File: src/rtl/irq_ctrl_pkg.sv
// Shared definitions for the irq_ctrl interrupt controller: register
// offsets as a function of the source count, the spurious vector and the
// fixed-priority pick used on acknowledge.
package irq_ctrl_pkg;

    // Vector returned when an acknowledge finds nothing pending and enabled.
    localparam logic [7:0] SPURIOUS_VEC = 8'hFF;

    // Largest supported source count (the pick works on a 16-bit request).
    localparam int MAX_SRC = 12;

    // Result of the priority pick: valid plus winning source index.
    typedef struct packed {
        logic       valid;
        logic [3:0] idx;
    } prio_t;

    // Divider register for source i sits at address i.
    function automatic int div_base(input int i);
        return i;
    endfunction

    // Enable mask (low 8 sources).
    function automatic int en_ofs(input int nsrc);
        return nsrc;
    endfunction

    // Vector base register.
    function automatic int base_ofs(input int nsrc);
        return nsrc + 1;
    endfunction

    // Write-1-to-clear pending bits (low 8 sources).
    function automatic int clr_ofs(input int nsrc);
        return nsrc + 2;
    endfunction

    // End-of-interrupt strobe; also carries enable [3:0] and clear [7:4]
    // for sources 8 and up when more than 8 sources are configured.
    function automatic int eoi_ofs(input int nsrc);
        return nsrc + 3;
    endfunction

    // Lowest set index wins.
    function automatic prio_t prio_pick(input logic [15:0] req);
        prio_t r;
        r.valid = 1'b0;
        r.idx   = 4'd0;
        for (int i = 15; i >= 0; i--) begin
            if (req[i]) begin
                r.valid = 1'b1;
                r.idx   = 4'(i);
            end
        end
        return r;
    endfunction

endpackage

File: src/rtl/irq_rate_div.sv
// One interrupt source: rising-edge detect, rate divider and pending flag.
// The divider counts enabled edges and fires on the edge where the count has
// reached the programmed divide value, so div=N fires every (N+1)th edge.
// A fire and a clear in the same cycle leave the flag set.
module irq_rate_div
    import irq_ctrl_pkg::*;
#(
    parameter int DIVW = 6
) (
    input  logic            clk,
    input  logic            reset,
    input  logic            src,
    input  logic            en,
    input  logic [DIVW-1:0] div,
    input  logic            clr,
    output logic            pending
);

    logic            src_d;
    logic [DIVW-1:0] cnt;
    logic            src_edge;
    logic            fire;

    assign src_edge = src & ~src_d;
    // >= rather than == so lowering div below the running count fires next.
    assign fire     = src_edge & en & (cnt >= div);

    // Edge history, divide counter and pending flag; reset seeds the history
    // with the live level so a source held high does not fire on release.
    always_ff @(posedge clk) begin
        if (reset) begin
            src_d   <= src;
            cnt     <= '0;
            pending <= 1'b0;
        end else begin
            src_d <= src;
            if (src_edge && en) begin
                if (cnt >= div) begin
                    cnt <= '0;
                end else begin
                    cnt <= cnt + 1'b1;
                end
            end
            if (fire) begin
                pending <= 1'b1;
            end else if (clr) begin
                pending <= 1'b0;
            end
        end
    end

endmodule

File: src/rtl/irq_ctrl.sv
// Fixed-priority Z80 interrupt controller for NSRC level event sources.
// Each source has its own rate divider and enable; pending flags drive a
// registered active-low int_n.  On the rising edge of iack the lowest
// enabled pending source wins, its vector (base + 2*index) is latched onto
// vec and its pending flag is cleared.
//
// Handshake: there is no valid/ready pair.  iack is a level from the CPU;
// only its rising edge (iack & ~iack_d) counts as one acknowledge.  vec is
// valid from the cycle after that edge until the next acknowledge edge.
//
// Optional build macro IRQ_CTRL_STATUS_EN adds the status output and the
// end-of-interrupt register; without it that address is ignored.
module irq_ctrl
    import irq_ctrl_pkg::*;
#(
    parameter int NSRC = 4,
    parameter int DIVW = 6
) (
    input  logic            clk,
    input  logic            reset,
    input  logic [NSRC-1:0] src,
    input  logic            cfg_we,
    input  logic [3:0]      cfg_addr,
    input  logic [7:0]      cfg_data,
    input  logic            iack,
    output logic            int_n,
    output logic [7:0]      vec
`ifdef IRQ_CTRL_STATUS_EN
    ,
    output logic [7:0]      status
`endif
);

    localparam int EN_OFS   = en_ofs(NSRC);
    localparam int BASE_OFS = base_ofs(NSRC);
    localparam int CLR_OFS  = clr_ofs(NSRC);
    localparam int EOI_OFS  = eoi_ofs(NSRC);

    logic [DIVW-1:0] div_q [NSRC];
    logic [NSRC-1:0] en_q;
    logic [7:0]      base_q;
    logic            iack_d;
    logic            ack_edge;

    logic [NSRC-1:0] pending;
    logic [NSRC-1:0] active;
    logic [15:0]     active_pad;
    prio_t           pick;

    logic [NSRC-1:0] en_sel;
    logic [NSRC-1:0] en_val;
    logic [NSRC-1:0] cfg_clr;
    logic [NSRC-1:0] ack_clr;

    assign ack_edge   = iack & ~iack_d;
    assign active     = pending & en_q;
    assign active_pad = 16'(active);
    assign pick       = prio_pick(active_pad);

    for (genvar i = 0; i < NSRC; i++) begin : g_src
        // Sources 0..7 live in the low registers, 8 and up in the high one.
        localparam int EN_ADDR  = (i < 8) ? EN_OFS  : EOI_OFS;
        localparam int EN_BIT   = (i < 8) ? i       : i - 8;
        localparam int CLR_ADDR = (i < 8) ? CLR_OFS : EOI_OFS;
        localparam int CLR_BIT  = (i < 8) ? i       : i - 4;

        assign en_sel[i]  = cfg_we && (cfg_addr == 4'(EN_ADDR));
        assign en_val[i]  = cfg_data[EN_BIT];
        assign cfg_clr[i] = cfg_we && (cfg_addr == 4'(CLR_ADDR)) && cfg_data[CLR_BIT];
        assign ack_clr[i] = ack_edge && pick.valid && (pick.idx == 4'(i));

        irq_rate_div #(
            .DIVW (DIVW)
        ) u_div (
            .clk     (clk),
            .reset   (reset),
            .src     (src[i]),
            .en      (en_q[i]),
            .div     (div_q[i]),
            .clr     (ack_clr[i] | cfg_clr[i]),
            .pending (pending[i])
        );
    end

    // Configuration registers; an acknowledge in the same cycle as a write
    // sees the old values because it reads these registers directly.
    always_ff @(posedge clk) begin
        if (reset) begin
            for (int i = 0; i < NSRC; i++) begin
                div_q[i] <= '0;
            end
            en_q   <= '0;
            base_q <= 8'h00;
        end else begin
            for (int i = 0; i < NSRC; i++) begin
                if (cfg_we && (cfg_addr == 4'(div_base(i)))) begin
                    div_q[i] <= cfg_data[DIVW-1:0];
                end
                if (en_sel[i]) begin
                    en_q[i] <= en_val[i];
                end
            end
            if (cfg_we && (cfg_addr == 4'(BASE_OFS))) begin
                base_q <= cfg_data;
            end
        end
    end

    // Request line, acknowledge edge history and latched vector.
    always_ff @(posedge clk) begin
        if (reset) begin
            iack_d <= iack;
            int_n  <= 1'b1;
            vec    <= SPURIOUS_VEC;
        end else begin
            iack_d <= iack;
            int_n  <= ~|active;
            if (ack_edge) begin
                if (pick.valid) begin
                    vec <= base_q + {3'b000, pick.idx, 1'b0};
                end else begin
                    vec <= SPURIOUS_VEC;
                end
            end
        end
    end

`ifdef IRQ_CTRL_STATUS_EN
    logic       in_service_valid;
    logic [2:0] w_last;

    // In-service tracking: set by a real acknowledge, cleared by EOI.
    always_ff @(posedge clk) begin
        if (reset) begin
            in_service_valid <= 1'b0;
            w_last           <= 3'd0;
        end else begin
            if (ack_edge && pick.valid) begin
                in_service_valid <= 1'b1;
                w_last           <= pick.idx[2:0];
            end else if (cfg_we && (cfg_addr == 4'(EOI_OFS))) begin
                in_service_valid <= 1'b0;
            end
        end
    end

    assign status = {in_service_valid, w_last, active_pad[3:0]};
`endif

endmodule

File: config.mk
export PLATFORM = sky130hd
export DESIGN_NAME = irq_ctrl
export DESIGN_NICKNAME = d
export VERILOG_FILES = /design/src/rtl/irq_ctrl_pkg.sv /design/src/rtl/irq_rate_div.sv /design/src/rtl/irq_ctrl.sv
export SDC_FILE = /design/constraint.sdc
export NUM_CORES = 1
export LEC_CHECK = 0
export CAP_MARGIN = 20
export CORE_MARGIN = 2
export CORE_UTILIZATION = 50
export CTS_CLUSTER_SIZE = 30
export DETAILED_ROUTE_END_ITERATION = 16
export PLACE_DENSITY = 0.72
export SKIP_CTS_REPAIR_TIMING = 1
export SYNTH_ARGS = -nofsm -noshare
export SYNTH_HDL_FRONTEND = slang
export SYNTH_SLANG_ARGS = --single-unit
File: constraint.sdc
create_clock -name clk -period 3.9 [get_ports clk]
set_clock_uncertainty 0.2 [all_clocks]
set_input_delay 0.78 -clock clk [delete_from_list [all_inputs] [get_ports clk]]
set_output_delay 0.78 -clock clk [all_outputs]
set_load 0.1 [all_outputs]
### After elaboration in Yosys (flattened, before gate mapping)

Memory sizes are Yosys's and may differ from the RTL's.
Index checks and enable logic that the tools add are counted.

| cells by class | value |
|---|---|
| equal/unequal tests | 9 |
| multiplexer cells | 35 |
| bitwise operators | 27 |
| reduce and logical (&&, ||, !) cells | 28 |
| add/subtract/negate cells | 5 |
| $lt $le $gt $ge | 4 |

Operators with widths:

| operator | count |
|---|---|
| two-way mux 6 bit | 8 |
| adder 6 x 1 -> 6 bit, second input constant | 4 |
| greater-or-equal comparator 6 bit | 4 |
| two-way mux 1 bit | 22 |
| logical AND 1 bit | 20 |
| two-way mux 5 bit | 4 |
| equality test 4 x 2 -> 1 bit, second input constant | 4 |
| bitwise AND 1 bit | 13 |
| equality test 4 x 3 -> 1 bit, second input constant | 3 |
| adder 8 x 5 -> 8 bit | 1 |
| equality test 4 x 1 -> 1 bit, second input constant | 2 |
| logical NOT 4 bit | 2 |
| two-way mux 8 bit | 1 |
| bitwise OR 1 bit | 8 |
| nonzero test 2 bit | 4 |
| inverter 1 bit | 5 |
| bitwise AND 4 bit | 1 |
| OR reduction 4 bit | 1 |
| logical NOT 1 bit | 1 |

| storage, ports and cells | value |
|---|---|
| memories kept | 1 |
| input bits | 20 |
| bits in writable memories | 24 |
| output and inout bits | 9 |
| flip-flop bits (word level) | 54 |

Memory list:

| memory | words | width | read ports | clocked after Yosys merged registers in | wr ports | line | text |
|---|---|---|---|---|---|---|---|
| div_q | 4 | 6 | 4 | 0 | 4 | irq_ctrl.sv:39 | `logic [DIVW-1:0] div_q [NSRC];` |

### Longest topological paths before layout

| logic depth | value |
|---|---|
| depth after elaboration | 10 |
| mapped depth | 9 |
| depth with buffers taken out | 9 |

### By module

A second synthesis with hierarchy kept.

| unflattened totals | value |
|---|---|
| cell total of the unflattened synthesis | 402 |
| area total of the unflattened synthesis | 4081.4 µm² |

By module, submodules not included:

| module | area each (µm²) | cells each | times used |
|---|---|---|---|
| irq_rate_div | 511.7 | 56 | 4 |
| irq_ctrl | 2034.5 | 178 | 1 |

### Worst setup path after synthesis

No wires, ideal clock.

| path | value |
|---|---|
| kind | input -> register |
| from | in cfg_addr[3] |
| to | reg en_q[0] |
| stages on the path | 5 |
| arrival time | 1618 ps |
| buffers on the path | 1 |
| slack | 1955 ps |
| path through | nand3b_1 -> or3_1 -> clkbuf_1 -> mux2i_1 -> nor2_1 |

| on the way | value |
|---|---|
| word-level cells in the longest chain between the ends | 2 |

RTL lines:

| what | line | text |
|---|---|---|
| from (decl) | irq_ctrl.sv:23 | `input logic [3:0] cfg_addr,` |
| equality test 4 x 3 -> 1 bit | irq_ctrl.sv:67 | `assign en_sel[i] = cfg_we && (cfg_addr == 4'(EN_ADDR));` |
| logical AND 1 bit | irq_ctrl.sv:67 |  |
| to (signal, indexed assignment) | irq_ctrl.sv:100 | `en_q[i] <= en_val[i];` |
| to (decl) | irq_ctrl.sv:40 | `logic [NSRC-1:0] en_q;` |

No other way between the ends.
A chain may end at the register's enable or synchronous reset.

### Worst setup path in the final report

| path | value |
|---|---|
| from | reg vec[7] |
| to | out vec[7] |

RTL lines:

| what | line | text |
|---|---|---|
| from (decl) | irq_ctrl.sv:27 | `output logic [7:0] vec` |
| from (signal assigned) | irq_ctrl.sv:120 | `vec <= base_q + {3'b000, pick.idx, 1'b0};` |

No word-level cell between the ends.

==> reports/metrics.cfg <==
[timing]
hold_viol_final=0
slew_violations=0
period_minus_slack_ns=2.80
slew_headroom_pct=34.9
rsz0062_at_grt=false
fin_tns_setup_ns=0
period_share_pct=71.9
holdWs_ns=0.274
max_slew.worst_pin.slew_ns=0.974
setup_violations=0
fmax_mhz=357

[critical_path]
worstSetupStartpointType=register
crit_chain=clkdlybuf4s50_1
required_ns=2.92
cpPeakStageDelay_ns=1.14
crit_fanout=2
arrival_ns=1.82
path_class=reg2out
crit_buf_inv=1
crit_slowest_cell=clkdlybuf4s50_1
cp-end-kind=output port
path_delay_family=buffers and inverters

[synth]
synth_warnings=0
synth_fp_nets=426
ys_ff_latch=78
yosysSeqAreaShare_pct=47.8
synth.cell_area_um2=3770
ys_types=37
postSynthAreaPerCell_um2=10.0
syn-instance-count=376

[route]
wl_per_cell_um=13.5
via_count=2677
wl_um=6950
first_iter_violations=95
drtAntennaViolNets=0
via_per_inst=5.20
dr.pass1.iters=4
route.detailed.drc=0

[floorplan]
coreArea_um2=7290
io_pins=29
dieArea_um2=8240
dieWidth_um=90.8
die_y_um=90.8
core.rowCount=31
initial_core_util_pct=51.7

[place]
dp.final_hpwl_um=5110
dpl-instance-area_um2=4160
portBuffers=28
routabilityCongestion=0.783

[grt]
overflow=0
antenna_found_initial=0
grt_pass1_vias=2631
grt_pass1_wl_um=12200
grt_usage_pct=18.8
grt_start_max_net_pins=22

[clock_network]
cts_max_level=3
cts_tree=done
clk_pin_slew_ns=0.08
cts_buffers=9
clkSinkCount=78
cts-root-buf=clkbuf_8
clockBufferDepth=2
clk_latency_ns=0.34

[run_status]
status=finished clean

[layout]
nFillCells=639
stdcell_area_um2=4370
area_delta_synth_final_pct=16.0
antennaDiodeCount=0
final_core_util_pct=59.9
regArea_um2=1800
layout_commonest_cell=dfxtp_1
multiInputGateArea_um2=1850
final_cell_mix=54 x dfxtp_1, 45 x nor2_1, 30 x ha_1
drive_gt1_share_pct=6.49
nNetsFinal=461

[job]
maxCapViolations=0

[pwr]
power_density_nw_per_um2=364
vdd_drop_max_mv=0.225
p_leak_nw=1.83
p_total_mw=1.59

[worst_hold_path]
hp-class=reg2reg

area by class of cell:
class,count,area share [%]
multi-input cells,266,42.2
flip-flops and latches,78,41.2
repair buffers,29,6.58
clock buffers,14,3.98
well taps,99,2.83
inverters,27,2.32
clock inverters,2,0.830
flip-flops by register name, summed over array words and instances (netlist names):
signal,count
en_q,4
int_n,1
base_q,8
g_src.u_div.src_d,4
vec,8
g_src.u_div.cnt,24
iack_d,1
g_src.u_div.pending,4
div_q,24
through the flow:
stage / std cells / worst slack, ns
finish: 515 / 1.10
detailed placement: 499 / 1.08
global route: 515 / 1.03
CTS: 515 / 1.06
floorplan: 376 / 1.95
global placement: 499 / 1.17
path summary, 6_finish.rpt:
kind | from | end | slack [ns] | depth (start not counted)
max reg2reg | g_src[1].u_div.cnt[0] | g_src[1].u_div.cnt[0] | 1.66 | 7
max | vec[7] | vec[7] | 1.10 | 1
min | base_q[0] | vec[0] | 0.27 | 2
min reg2reg | base_q[0] | vec[0] | 0.27 | 2
report_power, final:
| group | internal (mW) | switching (mW) | total [mW] |
|---|---|---|---|
| sequential | 0.854 | 0.00716 | 0.861 |
| clock | 0.354 | 0.283 | 0.637 |
| combinational | 0.0407 | 0.0506 | 0.0913 |
| total | 1.25 | 0.341 | 1.59 |
synthesized netlist by cell type:
| library cell | count | area share (%) |
|---|---|---|
| a211oi_1 | 4 | 0.80 |
| a21o_1 | 12 | 2.4 |
| a21oi_1 | 15 | 2.0 |
| a21oi_2 | 1 | 0.23 |
| a22o_1 | 1 | 0.23 |
| a22oi_4 | 1 | 0.56 |
| a31o_2 | 3 | 0.70 |
| a31oi_1 | 4 | 0.66 |
| a31oi_2 | 1 | 0.33 |
| a32oi_1 | 2 | 0.47 |
| and2_1 | 24 | 4.0 |
| and3_1 | 1 | 0.17 |
| and3b_1 | 4 | 0.93 |
| clkbuf_1 | 5 | 0.50 |
| dfxtp_1 | 54 | 29 |
| edfxtp_1 | 24 | 19 |
| ha_1 | 30 | 10 |
| inv_1 | 27 | 2.7 |
| mux2i_1 | 12 | 3.2 |
| nand2_1 | 29 | 2.9 |
| nand2b_1 | 6 | 1.0 |
| nand3_1 | 14 | 1.9 |
| nand3b_1 | 5 | 1.0 |
| nand4_1 | 5 | 0.83 |
| nor2_1 | 45 | 4.5 |
| nor2_2 | 1 | 0.17 |
| nor2b_1 | 1 | 0.17 |
| nor3_1 | 2 | 0.27 |
| nor3_2 | 1 | 0.27 |
| nor3b_2 | 3 | 1.0 |
| o22ai_1 | 3 | 0.50 |
| o31ai_1 | 3 | 0.60 |
| o31ai_2 | 1 | 0.33 |
| or2_2 | 1 | 0.17 |
| or3_1 | 5 | 0.83 |
| xnor2_1 | 13 | 3.0 |
| xor2_1 | 13 | 3.0 |
cells by family after synthesis:
logic type / count (synthesis) / synth area share, %
xor gates and xnor gates: 26 / 6.04
buffers and inverters: 32 / 3.19
AOI/OAI and AO/OA: 51 / 9.80
and+or+nand+nor: 147 / 20.0
DFF: 78 / 47.8
muxes: 12 / 3.19
adders and majority gates: 30 / 9.96
metal layers:
metal / share of wire [%] / GRT usage [%]
met5: 0 / 0
met4: 2.0 / 6.82
met3: 3.4 / 4.17
met2: 47 / 32.1
met1: 47 / 23.4
worst reg2reg max path, delay by kind of cell, from the launching register on:
| family | cells | cell delay (ns) |
|---|---|---|
| AO/OA/AOI/OAI | 3 | 0.93 |
| flip-flops | 1 | 0.40 |
| adder cells (fa/ha/maj) | 1 | 0.27 |
| AND/OR/NAND/NOR | 2 | 0.23 |
| buffers and inverters | 1 | 0.07 |
(Power assumes the default switching activity.)
